$ cat config.mk
export PLATFORM = sky130hd
export DESIGN_NAME = mips_cpu_muldiv
export DESIGN_NICKNAME = d
export VERILOG_FILES = /design/src/rtl/mips_cpu_muldiv.sv
export SDC_FILE = /design/constraint.sdc
export NUM_CORES = 1
export LEC_CHECK = 0
export CORE_ASPECT_RATIO = 1.1
export CORE_MARGIN = 4
export CORE_UTILIZATION = 35
export CTS_CLUSTER_DIAMETER = 80
export DETAILED_ROUTE_END_ITERATION = 6
export PLACE_DENSITY = 0.5
export SKIP_CTS_REPAIR_TIMING = 1
export SKIP_LAST_GASP = 1
export SLEW_MARGIN = 20
export SYNTH_ARGS = -nofsm -noshare
export SYNTH_HDL_FRONTEND = slang
export SYNTH_SLANG_ARGS = --single-unit
$ cat constraint.sdc
create_clock -name clk -period 4.6 [get_ports clk]
set_clock_uncertainty 0.2 [all_clocks]
set_input_delay 0.92 -clock clk [delete_from_list [all_inputs] [get_ports clk]]
set_output_delay 0.92 -clock clk [all_outputs]
set_load 0.02 [all_outputs]
$ cat src/rtl/mips_cpu_muldiv.sv
// mips_cpu_muldiv: iterative multiply/divide unit owning HI/LO, one bit per cycle
module mips_cpu_muldiv #(
  parameter int WIDTH = 32
) (
  input  logic             clk,
  input  logic             reset,
  input  logic             start,
  input  logic [2:0]       op,
  input  logic [WIDTH-1:0] a,
  input  logic [WIDTH-1:0] b,
  output logic             busy,
  output logic             done,
  output logic [WIDTH-1:0] hi,
  output logic [WIDTH-1:0] lo
);
  localparam int W = WIDTH;
  localparam int CW = $clog2(W) + 1;
  typedef enum logic [1:0] {IDLE, CALC, FIX} state_t;
  state_t state;
  logic [CW-1:0] cnt;
  logic is_div, neg_q, neg_r, bz, ge;
  logic [W-1:0] opnd, mag_a, mag_b, diff;
  logic [W:0] sum, trial;
  logic [2*W-1:0] acc, acc_nx;
  always_comb begin
    mag_a = (op[0] && a[W-1]) ? -a : a;
    mag_b = (op[0] && b[W-1]) ? -b : b;
    sum = {1'b0, acc[2*W-1:W]} + (acc[0] ? {1'b0, opnd} : '0);
    trial = acc[2*W-1:W-1];
    ge = trial >= {1'b0, opnd};
    diff = trial[W-1:0] - opnd;
    acc_nx = is_div ? {ge ? diff : trial[W-1:0], acc[W-2:0], ge} : {sum, acc[W-1:1]};
  end
  // acc holds {partial, multiplier} for multiply and {remainder, quotient} for divide
  always_ff @(posedge clk) begin
    if (reset) begin
      state <= IDLE;
      cnt <= '0;
      busy <= 1'b0;
      done <= 1'b0;
      hi <= '0;
      lo <= '0;
      acc <= '0;
      opnd <= '0;
      is_div <= 1'b0;
      neg_q <= 1'b0;
      neg_r <= 1'b0;
      bz <= 1'b0;
    end else begin
      done <= 1'b0;
      case (state)
        IDLE: if (start) begin
          if (!op[2]) begin
            state <= CALC;
            busy <= 1'b1;
            cnt <= '0;
            is_div <= op[1];
            neg_q <= op[0] & (a[W-1] ^ b[W-1]);
            neg_r <= op[0] & a[W-1];
            bz <= b == '0;
            opnd <= op[1] ? mag_b : mag_a;
            acc <= {{W{1'b0}}, op[1] ? mag_a : mag_b};
          end else if (op == 3'b100) hi <= a;
          else if (op == 3'b101) lo <= a;
        end
        CALC: begin
          acc <= acc_nx;
          cnt <= cnt + 1'b1;
          if (cnt == CW'(W - 1)) state <= FIX;
        end
        FIX: begin
          state <= IDLE;
          busy <= 1'b0;
          done <= 1'b1;
          if (is_div) begin
            lo <= bz ? '1 : (neg_q ? -acc[W-1:0] : acc[W-1:0]);
            hi <= neg_r ? -acc[2*W-1:W] : acc[2*W-1:W];
          end else {hi, lo} <= neg_q ? -acc : acc;
        end
        default: state <= IDLE;
      endcase
    end
  end
endmodule
---- Word level (Yosys, flattened, before mapping) ----
Index checks and enable logic that the tools add are counted.
storage, ports and cells
  bits in registers ....................... 174
  input port bits ......................... 70
  output and inout bits ................... 66
  word-level logic and storage cells ...... 85
operators by class
  add/sub/neg operators ................... 8
  $lt $le $gt $ge ......................... 1
  eq/ne operators ......................... 12
  mux-type cells .......................... 36
  bitwise logic cells ..................... 4
  reduce and logical (&&, ||, !) cells .... 12
operators by type and width
  operator               number
  $mux W32               18
  $mux W64               4
  $neg A32 Y32           4
  $pmux W32 S2           2
  $pmux W64 S2           1
  $neg A64 Y64           1
  $add A32 B32 Y33       1
  $ge A33 B32 Y1         1
  $logic_not A32 Y1      1
  $sub A32 B32 Y32       1
  $ne A2 B2 Y1 const B   7
  $mux W6                2
  $pmux W6 S2            1
  $reduce_and A3 Y1      4
  $add A6 B1 Y6 const B  1
  $eq A3 B3 Y1 const B   2
  $eq A6 B5 Y1 const B   1
  $mux W2                3
  $reduce_and A5 Y1      1
  $pmux W2 S2            1
  $reduce_and A4 Y1      1
  $reduce_bool A2 Y1     2
  $mux W1                3
  $and A1 B1 Y1          2
  other kinds (7)        8

---- Longest topological paths before layout ----
  word-level depth ........................ 6
  depth in mapped cells ................... 14
  depth with buffers taken out ............ 13

---- Least setup slack after synthesis ----
No wires, ideal clock.
  kind .................................... input to register
  start point ............................. in b[9]
  end point ............................... reg acc[24]
  library setup time ...................... 0.122 ns
  arrival ................................. 3.384 ns
  path slack .............................. 0.894 ns
  stages on the path ...................... 8
  path buffers ............................ 0
  cell sequence ........................... or4_1 -> or4_4 -> or2_1 -> or3_1 -> o41ai_2 -> xor2_1 -> nand2_1 -> a221o_1
between the ends
  word-level cells in the longest chain between the ends .. 6
RTL lines
  item                  line  RTL
  start, declared       10    input logic [WIDTH-1:0] b,
  $neg A32 Y32          27    mag_b = (op[0] && b[W-1]) ? -b : b;
  $mux W32              27
  $mux W32              62    acc <= {{W{1'b0}}, op[1] ? mag_a : mag_b};
  $mux W64              53    if (!op[2]) begin
  $mux W64              52    IDLE: if (start) begin
  $pmux W64 S2          51    case (state)
  end signal, assigned  62
  end signal, assigned  67    acc <= acc_nx;
  end, declared         24    logic [2*W-1:0] acc, acc_nx;
Every way passes these cells. The select of a mux whose other input is x is not followed.
A chain may end at the register's enable or synchronous reset.

---- Worst setup path after layout ----
  start point ............................. reg acc[0]
  end point ............................... reg hi[28]
between the ends
  word-level cells in the longest chain between the ends .. 4
RTL lines
  item                  line  RTL
  $neg A64 Y64          78    end else {hi, lo} <= neg_q ? -acc : acc;
  $mux W64              78
  $mux W32              75    if (is_div) begin
  $pmux W32 S2          51
  end signal, assigned  77    hi <= neg_r ? -acc[2*W-1:W] : acc[2*W-1:W];
  end signal, assigned  78
  end, declared         13    output logic [WIDTH-1:0] hi,
Every way passes these cells.

==> results by stage <==
Cells and area:
- The area growth from synthesis to final layout is 18.1%.
- For this run, the share of the core covered by cells in the final layout is 0.420.
- The final non-filler cell total is 2,551.
- The post-layout net count is 2,166.
- 0 antenna diodes ended up in the layout.
- After filler insertion, the fill cell instance count of the layout stands at 4,176.
- In the final layout, the share of cells above drive strength 1 is 0.0628.

Synth:
- sky130_fd_sc_hd__a21oi_1 is the most common cell in the netlist.
- The count of synthesis-stage warnings from yosys is 0.
- The synthesized net count is 2,085.
- The most area-hungry cell type in the Yosys netlist is sky130_fd_sc_hd__dfxtp_1.
- The mean post-synth cell area is 7.38 sq um.
- The synthesized netlist cell count is 1,944.
- The synthesized netlist contains 73 unique library cells.
- Summing every instance area after synthesis gives 14,300 sq um.
- The most used flip-flop cell after synthesis is sky130_fd_sc_hd__dfxtp_1.
- In the synthesized netlist, the cells that appear most often are 217 x sky130_fd_sc_hd__a21oi_1, 196 x sky130_fd_sc_hd__nor2_1, 180 x sky130_fd_sc_hd__nand2_1, 174 x sky130_fd_sc_hd__dfxtp_1, 132 x sky130_fd_sc_hd__o21ai_0.
- The number of enable flip-flop cells after synthesis is 0.
- The synthesized design contains 174 register bits.
- The share of the Yosys chip area taken by registers is 0.243.
- After synthesis, the cell types taking the most area are sky130_fd_sc_hd__dfxtp_1 24%, sky130_fd_sc_hd__a21oi_1 7.6%, sky130_fd_sc_hd__ha_1 6.0%, sky130_fd_sc_hd__xnor2_1 5.8%, sky130_fd_sc_hd__nor2_1 5.1%.
- The area share of the largest cell type after synthesis is 0.243.
- Of all flip-flops after synthesis, the portion carrying an async set or reset was 0.

Hold path:
- In this run the worst hold path is classified as reg2reg.
- The path with the worst hold slack has its endpoint at lo[3].
- The startpoint identified for the worst hold timing path is lo[3].
- The hold-critical path depth is 2.

Critical path:
- The minimum setup slack among reg-to-reg paths is 0.58 ns.
- The type of origin of the critical path is a register.
- The gate family responsible for the most delay along the worst path is simple AND/OR/NAND/NOR gates.
- The worst register-to-register path begins at acc[0].
- The worst setup path is captured at a register.
- The arrival time at the worst endpoint is 4.13 ns.
- Along the worst path, the maximum fanout reaches 11.
- The cell with the most instances on the worst path is sky130_fd_sc_hd__a21oi_1.
- The worst setup path startpoint is acc[0].
- Among all stages on the critical path, the largest delay is contributed by sky130_fd_sc_hd__nor4_1.
- The worst register-to-register path ends at hi[28].
- Measured in cells, the most critical reg-to-reg path has a length of 11.
- On the worst path, the slowest cell contributes a delay of 0.63 ns.
- The combined buffer and inverter count along the critical path is 1.
- At the worst endpoint, the required time is 4.70 ns.
- The critical path class is reg2reg.
- Walking the worst path, the cells encountered are inv_1 -> ha_1 -> nor3b_1 -> nand4b_1 -> nor4_1 -> a21oi_1 -> nor2_1 -> nand2_1 -> or4_1 -> mux2i_1 -> a21oi_1.

Timing:
- In the finished design, the share of the clock period the worst path needs comes to 0.875.
- Setup repair after global routing left no endpoint under its margin.
- The final number of max-transition violations came to 0.
- Based on the critical path, the design can be clocked at up to 249 MHz.
- Setup violations remaining at the end of the flow were counted as 0.
- The final sum of negative setup slack is 0 ns.
- Setup slack on the critical path of the routed design comes to 0.576 ns.
- The final number of hold-violating endpoints is 0.
- The time the worst path needs with I/O delays and setup is 4.02 ns.
- The worst max-slew margin expressed relative to the limit is 0.284.
- The actual slew at the worst max-slew pin is 1.07 ns.

CTS:
- The H-tree level count is 4.
- The clock tree from TritonCTS is built.
- For this design, the sink count on the clock tree is 174.
- The buffer levels on the longest clock path is 2.
- Clock-pin slew was measured on the worst setup and hold paths at 0.07 ns.
- Counting the buffers created by CTS gives 17.
- The clock insertion delay at the later pin of the skew report is 0.46 ns.
- CTS placed an instance of sky130_fd_sc_hd__clkbuf_16 at the clock tree root.

Place:
- The post-placement setup slack is 0.225 ns.
- Counting tap cells, the placed design contains a total of 2,519 instances.
- The count of buffers added on input and output ports is 135.
- The post-DP HPWL is 49.2 mm.
- The routability congestion estimate from global placement is 0.930.

Power:
- The areal power density over the cells is 268 nW/um^2.
- Summed over all nets, the switching power comes to 1.60 mW.
- The internal power of the cells is 2.94 mW.
- The maximum vdd ir drop is 218 uV.
- The share of total power dissipated in sequential elements is 0.366.
- Of the total power, the share spent switching nets is 0.353.
- Summed over all cells, the static leakage comes to 6.34 nW.
- The combinational group share of total power is 0.282.
- The proportion of power drawn by the clock network is 0.352.
- Summing internal, switching and leakage power gives 4.54 mW.

Global route:
- The number of antenna violations at the first check in global routing came to 0.
- The global-route usage over all layers is 0.271.
- The via count of the first global-routing pass is 14,300.
- The global routing stage identified its most utilized layer as met2.
- The total grt overflow is 0.
- The routing usage on met1 is 0.345.
- The first global-routing pass estimated 92.8 mm of wire.
- In the global route stage, met2 resource usage came out at 0.474.
- In the global route stage, met3 resource usage came out at 0.0325.
- Entering global routing, the biggest net connects 85 pins.

Detailed routing:
- Summing over every cut layer, the via total after detailed routing is 15,200.
- In the routed design, unresolved DRC markers number 0.
- Dividing the detail-routed wire length by the instance count gives 24.5 um.
- After detailed routing, the number of vias per cell comes to 5.94.
- The DRC violation total after the first TritonRoute iteration is 1,186.
- The routed wire length is 62.6 mm.
- The first-pass iteration count of the detailed router is 6.
- The count of nets left with antenna violations after detail routing is 0.

Outcome:
- The flow ran to the end, and the final reports show no timing, DRC or antenna violations.

Floorplanning:
- The starting utilization of the core area is 0.355.
- After floorplanning, the core was sized to cover 40,400 sq um.
- The floorplan step defined a die boundary enclosing 44,300 sq um.
- 136 I/O pins were placed.
- The floorplan has 77 rows.
- The chip height is 220 um.
- The die boundary width is 201 um.

Job:
- The tool flagged a number of max-cap violations equal to 0.
==> stage by stage <==
step / instance area [sq um] / hold slack [ns]
floorplan: 14300 / 0.232
global placement: 16300 / 0.240
detailed placement: 16300 / 0.243
CTS: 16900 / 0.253
global route: 16900 / 0.264
finish: 16900 / 0.251
==> worst max-delay path by stage <==
| stage | to | slack [ns] | depth (start not counted) |
|---|---|---|---|
| after floorplan | acc[24] | 0.89 | 8 |
| after global placement | acc[24] | 0.25 | 9 |
| after global routing | hi[28] | 0.35 | 11 |
| final | hi[28] | 0.58 | 11 |
| after CTS | hi[28] | 0.64 | 11 |
| after detailed placement | acc[24] | 0.22 | 9 |
==> area by class of cell <==
class | count | area (sq um) | area share
well taps | 513 | 642 | 0.0379
flip-flops and latches | 174 | 3480 | 0.206
repair buffers | 197 | 1810 | 0.107
clock buffers | 19 | 453 | 0.0267
multi-input cells | 1568 | 10100 | 0.599
inverters | 67 | 251 | 0.0148
clock inverters | 13 | 160 | 0.00945
==> layer usage <==
metal,share of wire,up-vias
met2,0.49,467
met4,0.042,0
met5,0,-
met1,0.42,7314
li1,-,7272
met3,0.048,105
==> cells in the final DEF, fill, tap and decap left out, types with 23 or more instances in the layout <==
cell                                n
sky130_fd_sc_hd__a211oi_1          63
sky130_fd_sc_hd__a21o_1            28
sky130_fd_sc_hd__a21oi_1          217
sky130_fd_sc_hd__a22oi_1           25
sky130_fd_sc_hd__a31oi_1           23
sky130_fd_sc_hd__buf_4             63
sky130_fd_sc_hd__clkdlybuf4s50_1  133
sky130_fd_sc_hd__dfxtp_1          173
sky130_fd_sc_hd__ha_1              69
sky130_fd_sc_hd__inv_1             66
sky130_fd_sc_hd__mux2i_1           57
sky130_fd_sc_hd__nand2_1          180
sky130_fd_sc_hd__nand3_1           33
sky130_fd_sc_hd__nor2_1           195
sky130_fd_sc_hd__nor3_1            35
sky130_fd_sc_hd__o211ai_1          35
sky130_fd_sc_hd__o21ai_0          132
sky130_fd_sc_hd__o221ai_1          24
sky130_fd_sc_hd__o31ai_1           29
sky130_fd_sc_hd__or3_1             24
sky130_fd_sc_hd__xnor2_1           95
sky130_fd_sc_hd__xor2_1            70
==> worst reg2reg max path, stage by stage, from the launching register on <==
cell and delay (ns):
sky130_fd_sc_hd__dfxtp_1 0.36, sky130_fd_sc_hd__inv_1 0.44, sky130_fd_sc_hd__ha_1 0.28, sky130_fd_sc_hd__nor3b_1 0.25
sky130_fd_sc_hd__nand4b_1 0.26, sky130_fd_sc_hd__nor4_1 0.63, sky130_fd_sc_hd__a21oi_1 0.38, sky130_fd_sc_hd__nor2_1 0.28
sky130_fd_sc_hd__nand2_1 0.12, sky130_fd_sc_hd__or4_1 0.43, sky130_fd_sc_hd__mux2i_1 0.17, sky130_fd_sc_hd__a21oi_1 0.08
==> state kept, by name, indices dropped and copies added (netlist names) <==
register	cells
acc	64
hi	32
lo	32
opnd	32
cnt	6
state	2
busy	1
bz	1
done	1
is_div	1
neg_q	1
neg_r	1
==> power groups by stage <==
stage	clock [mW]	combinational [mW]	sequential [mW]
2_1_floorplan	0	0.803	1.66
3_3_place_gp	0	1.26	1.69
3_5_place_dp	0	1.26	1.69
4_1_cts	1.62	1.27	1.66
5_1_grt	1.67	1.37	1.67
6_report	1.60	1.28	1.66
==> cell families after synthesis <==
group	after synthesis	synth area share
muxes	66	0.0468
DFF	174	0.243
xor gates and xnor gates	165	0.101
adders and majority gates	71	0.0630
buffers and inverters	202	0.0536
AOI/OAI and AO/OA	673	0.300
and+or+nand+nor	593	0.193
Power figures use the tool's default switching activity.
